[src/rtl/spirose_pkg.sv]
// Shared definitions for the ping-pong line buffer: bank state encoding and sizes.
package spirose_pkg;

   typedef enum logic [1:0] {
      BANK_FREE     = 2'd0,
      BANK_FILLING  = 2'd1,
      BANK_FULL     = 2'd2,
      BANK_DRAINING = 2'd3
   } bank_state_t;

   localparam int BANK_WORDS = 64;
   localparam int PIX_W      = 24;

endpackage

[src/rtl/ram_bank_fsm.sv]
// Ownership state of one 64-word RAM bank: FREE -> FILLING -> FULL -> DRAINING -> FREE.
module ram_bank_fsm
   import spirose_pkg::*;
(
   input  logic        clk,
   input  logic        nrst,
   input  logic        i_fill_start,
   input  logic        i_fill_done,
   input  logic        i_sof_abort,
   input  logic        i_drain_start,
   input  logic        i_drain_done,
   output bank_state_t o_state
);

   bank_state_t r_state;

   // A start-of-line with a pixel in the same cycle restarts the fill rather than freeing the bank.
   always_ff @(posedge clk or negedge nrst) begin
      if (!nrst) begin
         r_state <= BANK_FREE;
      end else begin
         case (r_state)
            BANK_FREE: begin
               if (i_fill_start) r_state <= BANK_FILLING;
            end
            BANK_FILLING: begin
               if (i_sof_abort)      r_state <= i_fill_start ? BANK_FILLING : BANK_FREE;
               else if (i_fill_done) r_state <= BANK_FULL;
            end
            BANK_FULL: begin
               if (i_drain_start) r_state <= BANK_DRAINING;
            end
            BANK_DRAINING: begin
               if (i_drain_done) r_state <= BANK_FREE;
            end
            default: r_state <= BANK_FREE;
         endcase
      end
   end

   assign o_state = r_state;

endmodule

[src/rtl/ram_pingpong_ctrl.sv]
// Two-bank ping-pong sequencer for the 128x24 line RAM: pixel writer fills one bank
// while the serialiser drains the other as a 64-word burst.
module ram_pingpong_ctrl
   import spirose_pkg::*;
#(
   parameter int DATA_W = PIX_W,
   parameter int ADDR_W = 7
)(
   input  logic              clk,
   input  logic              nrst,
   input  logic              wr_valid,
   input  logic [DATA_W-1:0] wr_data,
   input  logic              wr_sof,
   output logic              wr_ready,
   input  logic              rd_start,
   output logic              rd_valid,
   output logic [DATA_W-1:0] rd_data,
   output logic              rd_last,
   output logic              rd_busy,
   output logic              overflow,
   output logic              underrun,
   input  logic              clr_flags,
   output logic [DATA_W-1:0] ram_data,
   output logic [ADDR_W-1:0] ram_wraddress,
   output logic              ram_wren,
   output logic [ADDR_W-1:0] ram_rdaddress,
   input  logic [DATA_W-1:0] ram_q
);

   localparam int              PTR_W     = ADDR_W - 1;
   localparam logic [PTR_W-1:0] LAST_WORD = PTR_W'(BANK_WORDS - 1);

   bank_state_t       w_state [2];
   logic              r_wrBank;
   logic              r_rdBank;
   logic [PTR_W-1:0]  r_wrPtr;
   logic [PTR_W-1:0]  r_rdPtr;
   logic [ADDR_W-1:0] r_rdAddr;
   logic              r_rdActive;
   logic              r_rdValid;
   logic              r_rdLast;
   logic              r_overflow;
   logic              r_underrun;

   logic              w_wrReady;
   logic              w_wrAccept;
   logic              w_sofAct;
   logic [PTR_W-1:0]  w_wrPtr;
   logic              w_fillDone;
   logic              w_rdBusy;
   logic              w_rdAccept;

   assign w_wrReady  = (w_state[r_wrBank] == BANK_FREE) || (w_state[r_wrBank] == BANK_FILLING);
   assign w_wrAccept = wr_valid & w_wrReady;
   assign w_sofAct   = wr_sof & w_wrReady;
   assign w_wrPtr    = w_sofAct ? '0 : r_wrPtr;
   assign w_fillDone = w_wrAccept & (w_wrPtr == LAST_WORD);
   assign w_rdBusy   = r_rdActive | r_rdValid;
   assign w_rdAccept = rd_start & ~w_rdBusy & (w_state[r_rdBank] == BANK_FULL);

   for (genvar gb = 0; gb < 2; gb++) begin : g_bank
      ram_bank_fsm u_bankFsm (
         .clk           (clk),
         .nrst          (nrst),
         .i_fill_start  (w_wrAccept & (r_wrBank == 1'(gb))),
         .i_fill_done   (w_fillDone & (r_wrBank == 1'(gb))),
         .i_sof_abort   (w_sofAct   & (r_wrBank == 1'(gb))),
         .i_drain_start (w_rdAccept & (r_rdBank == 1'(gb))),
         .i_drain_done  (r_rdLast   & (r_rdBank == 1'(gb))),
         .o_state       (w_state[gb])
      );
   end

   // The 6-bit pointer wraps to 0 by itself on the 64th write, as the bank flips to FULL.
   always_ff @(posedge clk or negedge nrst) begin
      if (!nrst) begin
         r_wrPtr  <= '0;
         r_wrBank <= 1'b0;
      end else begin
         if (w_wrAccept)    r_wrPtr <= w_wrPtr + 1'b1;
         else if (w_sofAct) r_wrPtr <= '0;
         if (w_fillDone)    r_wrBank <= ~r_wrBank;
      end
   end

   // Address phase runs one cycle ahead of rd_valid to cover the RAM's registered read.
   always_ff @(posedge clk or negedge nrst) begin
      if (!nrst) begin
         r_rdActive <= 1'b0;
         r_rdPtr    <= '0;
         r_rdAddr   <= '0;
         r_rdValid  <= 1'b0;
         r_rdLast   <= 1'b0;
         r_rdBank   <= 1'b0;
      end else begin
         r_rdValid <= r_rdActive;
         r_rdLast  <= r_rdActive & (r_rdPtr == LAST_WORD);
         if (w_rdAccept) begin
            r_rdActive <= 1'b1;
            r_rdPtr    <= '0;
            r_rdAddr   <= {r_rdBank, {PTR_W{1'b0}}};
         end else if (r_rdActive) begin
            if (r_rdPtr == LAST_WORD) begin
               r_rdActive <= 1'b0;
            end else begin
               r_rdPtr  <= r_rdPtr + 1'b1;
               r_rdAddr <= {r_rdBank, r_rdPtr + 1'b1};
            end
         end
         if (r_rdLast) r_rdBank <= ~r_rdBank;
      end
   end

   // A fresh error outranks a simultaneous clear.
   always_ff @(posedge clk or negedge nrst) begin
      if (!nrst) begin
         r_overflow <= 1'b0;
         r_underrun <= 1'b0;
      end else begin
         if (wr_valid & ~w_wrReady) r_overflow <= 1'b1;
         else if (clr_flags)        r_overflow <= 1'b0;
         if (rd_start & ~w_rdAccept) r_underrun <= 1'b1;
         else if (clr_flags)         r_underrun <= 1'b0;
      end
   end

   assign wr_ready      = w_wrReady;
   assign ram_wren      = w_wrAccept;
   assign ram_wraddress = {r_wrBank, w_wrPtr};
   assign ram_data      = w_wrAccept ? wr_data : '0;
   assign ram_rdaddress = r_rdAddr;
   assign rd_valid      = r_rdValid;
   assign rd_last       = r_rdLast;
   assign rd_data       = r_rdValid ? ram_q : '0;
   assign rd_busy       = w_rdBusy;
   assign overflow      = r_overflow;
   assign underrun      = r_underrun;

endmodule

[config.mk]
export PLATFORM = sky130hd
export DESIGN_NAME = ram_pingpong_ctrl
export DESIGN_NICKNAME = d
export VERILOG_FILES = /design/src/rtl/spirose_pkg.sv /design/src/rtl/ram_bank_fsm.sv /design/src/rtl/ram_pingpong_ctrl.sv
export SDC_FILE = /design/constraint.sdc
export NUM_CORES = 1
export LEC_CHECK = 0
export ABC_AREA = 1
export CAP_MARGIN = 20
export CORE_MARGIN = 3
export CORE_UTILIZATION = 32
export DETAILED_ROUTE_END_ITERATION = 10
export PLACE_DENSITY = 0.8
export REMOVE_ABC_BUFFERS = 1
export SLEW_MARGIN = 10
export SYNTH_ARGS = -nofsm -noshare
export SYNTH_HDL_FRONTEND = slang
export SYNTH_HIERARCHICAL = 1
export SYNTH_SLANG_ARGS = --single-unit
[constraint.sdc]
create_clock -name clk -period 2.01 [get_ports clk]
set_clock_uncertainty 0.2 [all_clocks]
set_input_delay 0.402 -clock clk [delete_from_list [all_inputs] [get_ports clk]]
set_output_delay 0.402 -clock clk [all_outputs]
set_load 0.02 [all_outputs]
---- Yosys cells after proc, flatten, opt, wreduce, memory -nomap -nowiden ----
Index checks and enable logic that the tools add are counted.
operators by class
  add/subtract/negate cells ............... 2
  magnitude comparators ................... 2
  equality and inequality tests ........... 19
  multiplexer cells ....................... 36
  bitwise logic cells ..................... 26
  reduce and logical (&&, ||, !) cells .... 10
operator list
  kind                 count
  $mux 24              2
  $mux 2               16
  $mux 6               5
  $mux 7               3
  $and 1x1->1          18
  $pmux 2 s4           2
  $add 6x1->6 const B  2
  $eq 6x6->1 const B   2
  $ne 2x1->1 const B   6
  $eq 2x2->1 const B   5
  $mux 1               8
  $reduce_and 4->1     2
  $eq 2x1->1 const B   3
  $logic_not 2->1      3
  $ne 3x1->1 const B   2
  $reduce_bool 2->1    3
  $not 1->1            5
  $ge 2x2->1 const B   2
  $not 1->2            2
  $ne 2x2->1 const B   1
  $reduce_and 2->1     1
  $logic_or 1x1->1     1
  $or 1x1->1           1
word-level totals
  bits in registers ....................... 30
  input bits .............................. 54
  output and inout port bits .............. 69
  logic and storage cells ................. 107

---- Depth between registers and ports, before layout ----
  depth in word-level cells ............... 14
  mapped depth ............................ 15
  gate-level depth less buffers ........... 15

---- Hierarchy ----
Netlist, hierarchy kept.
modules (own cells, without submodules)
  module             times used  cells each  area each (um^2)  seq. area each (um^2)
  ram_pingpong_ctrl  1           238         1,493.9           500.5
  ram_bank_fsm       2           19          138.9             50.0

---- Worst setup path after synthesis ----
Ideal clock, no wire load.
  kind .................................... reg-to-reg
  from .................................... register r_wrBank
  to ...................................... register g_bank[1].u_bankFsm.r_state[0]
  setup time .............................. 0.122 ns
  data arrival time ....................... 1.765 ns
  required time ........................... 1.688 ns
  setup slack ............................. -0.077 ns
  cell stages (with the launch flop) ...... 16
  buffers on the path ..................... 0
  period minus slack after synthesis ...... 2.087 ns
  cell sequence ........................... dfrtp_1 -> inv_2 -> nand2_2 -> nand3_4 -> nand2_1 -> inv_1 -> ha_1 -> inv_1 -> nor2_2 -> nand3_1 -> nor2_1 -> o21ai_1 -> nand2_2 -> nand2_2 -> nand2_1 -> o21ai_2
between the ends
  cells in the longest elaborated chain, start to end .. 13
  elaborated cells between the ends (all ways) .. 21
  those cells by class .................... 4 x eq/ne; 7 x mux; 7 x bitwise; 3 x reduce/logical
ends and longest elaborated chain
  item                                                  RTL line                 source
  start: declaration                                    ram_pingpong_ctrl.sv:34  logic r_wrBank;
  start signal: assignment                              ram_pingpong_ctrl.sv:82  if (w_fillDone) r_wrBank <= ~r_wrBank;
  $not 1->2 (not written as such) (*)                   ram_pingpong_ctrl.sv:53  assign w_wrReady = (w_state[r_wrBank] == BANK_FREE) || (w_state[r_wrBank] == BANK_FILLING);
  $mux 2 (not written as such) (*) (3 in a row)         ram_pingpong_ctrl.sv:53
  $eq 2x1->1 / $logic_not 2->1 (equally long branches)  ram_pingpong_ctrl.sv:53
  $logic_or 1x1->1 (*)                                  ram_pingpong_ctrl.sv:53
  $and 1x1->1 (*)                                       ram_pingpong_ctrl.sv:55  assign w_sofAct = wr_sof & w_wrReady;
  $mux 6 (*)                                            -
  via ram_wraddress[0]                                  ram_pingpong_ctrl.sv:24  output logic [ADDR_W-1:0] ram_wraddress,
  $eq 6x6->1 (*)                                        ram_pingpong_ctrl.sv:57  assign w_fillDone = w_wrAccept & (w_wrPtr == LAST_WORD);
  $and 1x1->1 (*)                                       ram_pingpong_ctrl.sv:57
  $and 1x1->1 (*)                                       ram_pingpong_ctrl.sv:66  .i_fill_done (w_fillDone & (r_wrBank == 1'(gb))),
  $ne 3x1->1 (no line) (*)                              -
  $reduce_and 4->1 (no line) (*)                        -
  end signal: assignment                                ram_bank_fsm.sv:27       if (i_sof_abort) r_state <= i_fill_start ? BANK_FILLING : BANK_FREE;
  end: declaration                                      ram_bank_fsm.sv:15       bank_state_t r_state;
The timed path passes the listed nets; every way through them passes the cells marked *. The select of a mux whose other input is x is not followed.
A chain may end at the register's enable or synchronous reset.

---- Worst setup path in the final report ----
  from .................................... register r_wrBank
  to ...................................... output ram_data[1]
between the ends
  cells in the longest elaborated chain, start to end .. 8
  elaborated cells between the ends (all ways) .. 9
  those cells by class .................... 1 x eq/ne; 4 x mux; 2 x bitwise; 2 x reduce/logical
ends and longest elaborated chain
  item                                                  RTL line                  source
  $not 1->2 (not written as such) (*)                   ram_pingpong_ctrl.sv:53
  $mux 2 (not written as such) (*) (3 in a row)         ram_pingpong_ctrl.sv:53
  $eq 2x1->1 / $logic_not 2->1 (equally long branches)  ram_pingpong_ctrl.sv:53
  $logic_or 1x1->1 (*)                                  ram_pingpong_ctrl.sv:53
  $and 1x1->1 (*)                                       ram_pingpong_ctrl.sv:54   assign w_wrAccept = wr_valid & w_wrReady;
  $mux 24 (*)                                           ram_pingpong_ctrl.sv:130  assign ram_data = w_wrAccept ? wr_data : '0;
  end: declaration                                      ram_pingpong_ctrl.sv:23   output logic [DATA_W-1:0] ram_data,
Mark *: on every way between the ends. The rest lies on a longest branch, timed or not. The select of a mux whose other input is x is not followed.

==> impl_metrics.json <==
{
  "outcome": "complete, but fails checks",
  "violations": "negative setup slack",
  "cts_tree": "done",
  "layout.cells.most_common_list": "67 x inv_1, 60 x clkdlybuf4s50_1, 52 x nand2_1",
  "gr-usage-all-layers_pct": 19.0,
  "final-max-slew-violation-count": 0,
  "critPathTopFamily": "flip-flops",
  "setup_viol": 33,
  "grt_pass1_vias": 2246,
  "placement.io_buffers": 122,
  "netlist_area_um2": 1770,
  "ys.warnings.count": 6,
  "fp.dieW_um": 80.4,
  "clkSlewWorstSetupHoldPaths_ns": 0.10,
  "ant_nets": 0,
  "syn_inst": 276,
  "finalNetCount": 489,
  "placed_cells": 482,
  "numCtsBuffers": 3,
  "p_leak_nw": 1.96,
  "critPathBufInv": 3,
  "grt_max_degree": 26,
  "drt-initial-drc-count": 78,
  "period_share_pct": 107,
  "grt_pass1_wl_um": 9800,
  "routed_wl_um": 6650,
  "die-area_um2": 6470,
  "cp_data_arrival_time_ns": 1.54,
  "hold_class": "in -> async",
  "clock_latency_ns": 0.28,
  "tightest_slew_ns": 0.389,
  "cts_root_buf": "clkbuf_8",
  "worstPathRequired_ns": 1.41,
  "p_per_area_nw_per_um2": 586,
  "antenna_cells": 0,
  "crit_path_end_kind": "output pin",
  "fin_ws_ns": -0.132,
  "crit_fanout": 7,
  "path_cells": "inv_2 > nand2_4 > nand2_8 > nand2_8 > buf_6 > nor2_4 > buf_6",
  "critPathKind": "reg -> out",
  "mostFrequentLayoutCell": "inv_1",
  "layout.cells.non_filler": 502,
  "rows": 26,
  "ys_ff_latch": 24,
  "drtPass1Iterations": 4,
  "slowest_stage": "dfrtp_1",
  "place_hpwl_um": 4650,
  "dpl_cell_area_um2": 3220,
  "cpPeakStageDelay_ns": 0.46,
  "routedWlPerCell_um": 13.2,
  "fmax_mhz": 467,
  "chipHeight_um": 80.4,
  "drc": 0,
  "maxCapViolations": 0,
  "critPathLaunchType": "flip-flop",
  "synth_flop_cell": "dfrtp_1",
  "io_pins": 123,
  "worst_slew_margin_rel_pct": 74.1,
  "final-hold-violation-count": 0,
  "syn_area_per_cell_um2": 6.42,
  "antenna_found_initial": 0,
  "async_flop_share_pct": 100,
  "fin_crit_ns": 2.14,
  "syn2layout_area_growth_pct": 104,
  "cts_hold_buf": 0,
  "peakVddDrop_mv": 0.413,
  "rsz0062_at_grt": "true",
  "avgViaCountPerCell": 4.56,
  "via_count": 2290,
  "start_util_pct": 33.8,
  "gr-total-overflow": 0,
  "synth-edff-count": 0,
  "ys_types": 28,
  "cts_buffer_depth": 2,
  "cts_max_level": 1,
  "design_area_um2": 3610,
  "core_area_um2": 5240,
  "ys_seq_area_share_pct": 33.9,
  "place_congestion": 0.807,
  "cts.sinks": 24,
  "drive_gt1_share_pct": 33.1,
  "fin_total_pwr_w": 0.00211
}
-- through the flow --
step	worst slack, ns	hold WS, ns	util [%]	setup TNS [ns]
after floorplan	-0.201	-0.0936	-	-0.732
after global placement	-0.470	0.291	61.4	-18.57
after detailed placement	-0.501	0.297	61.4	-19.74
after CTS	-0.116	0.295	63.6	-0.618
after global routing	-0.184	0.314	68.9	-4.05
final	-0.132	0.282	68.9	-2.29
-- timing repair --
item                       4_1_cts  5_1_grt
setup buffers                    9        3
pin swaps                       14        9
gates resized for setup        205       73
gates cloned                     3        1
setup endpoints to repair       63       36
-- layer usage --
layer / share of wire [%] / vias up / global-route usage (%)
met5: 0 / - / 0
met4: 0.86 / 0 / 4.90
met3: 13 / 7 / 6.39
met2: 53 / 125 / 37.5
met1: 33 / 1033 / 18.4
li1: - / 1125 / -
-- cells by family (layout without fill, tap and decap cells) --
group,count (synthesis),count (layout),synth area share [%]
flops,24,24,33.9
xor+xnor,6,6,2.97
simple gates,140,144,36.8
fa+ha+maj,2,2,1.41
compound gates,18,18,6.14
buf+inv,86,238,18.8
-- where the power goes --
group	leakage, nW	internal (W)	switching, W
logic	1.64	0.000538	0.000648
registers	0.296	0.000529	0.0000555
clock network	0.0288	0.000175	0.000168
total	1.96	0.00124	0.000871
-- cell usage after synthesis, types with 2 or more instances --
cell type   n  share of area (%)
dfrtp_1    24                 34
a31oi_1     2               0.71
ha_1        2                1.4
nor3_1      2               0.56
xor2_1      5                2.5
nand2_2     9                3.2
nand4_1     6                2.1
a21oi_1     2               0.56
nand3_2     3                1.7
inv_1      73                 15
nor2_2      3                1.1
buf_2       5                1.4
o21ai_0     2               0.56
clkbuf_1    2               0.42
a21oi_2     2               0.99
o21ai_2     2               0.99
nand3_1    17                4.8
nand2_4     2                1.3
nand2_1    58                 12
inv_2       5                1.1
nor2_1     37                7.8
o21ai_1     7                2.0
-- registers in the layout, indices dropped and copies added, names as in the netlist, named ones only --
register / count
g_bank.u_bankFsm/o_state: 2
overflow: 1
r_wrBank: 1
underrun: 1
rd_valid: 1
ram_rdaddress: 2
rd_last: 1
r_rdActive: 1
r_wrPtr: 6
r_rdPtr: 5
r_rdBank: 1
-- final timing paths --
| path | end | from | cells past startpoint | slack, ns |
|---|---|---|---|---|
| setup / recovery | ram_data[1] | r_wrBank | 7 | -0.13 |
| hold / removal | ram_rdaddress[5] | nrst | 2 | 0.28 |
| setup reg to reg | g_bank[1].u_bankFsm/o_state[0] | r_wrBank | 15 | -0.06 |
| hold reg to reg | rd_valid | r_rdActive | 1 | 0.31 |
| max in group asynchronous | r_wrPtr[1] | nrst | 2 | 1.08 |
| min in group clk | rd_valid | r_rdActive | 1 | 0.31 |
-- area by class of cell --
cell class                      instances  area [um^2]
Multi-Input combinational cell        170         1120
Clock buffer                            4         55.1
Tap cell                               70         87.6
Sequential cell                        24          601
Inverter                               78          295
Fill cell                             408         1630
Timing Repair Buffer                  156         1450
-- worst reg2reg max path: stages, from the launching register on --
cell and delay (ns):
dfrtp_1 0.46, inv_2 0.15, nand2_4 0.08, nand3_4 0.10, nand2_2 0.08, inv_2 0.08
ha_4 0.12, inv_2 0.04, nor2_4 0.09, nand3_2 0.09, nor2_2 0.09, o21ai_1 0.07
nand2_2 0.11, nand2_2 0.08, nand2_2 0.07, o21ai_2 0.05
Power figures use the tool's default switching activity.
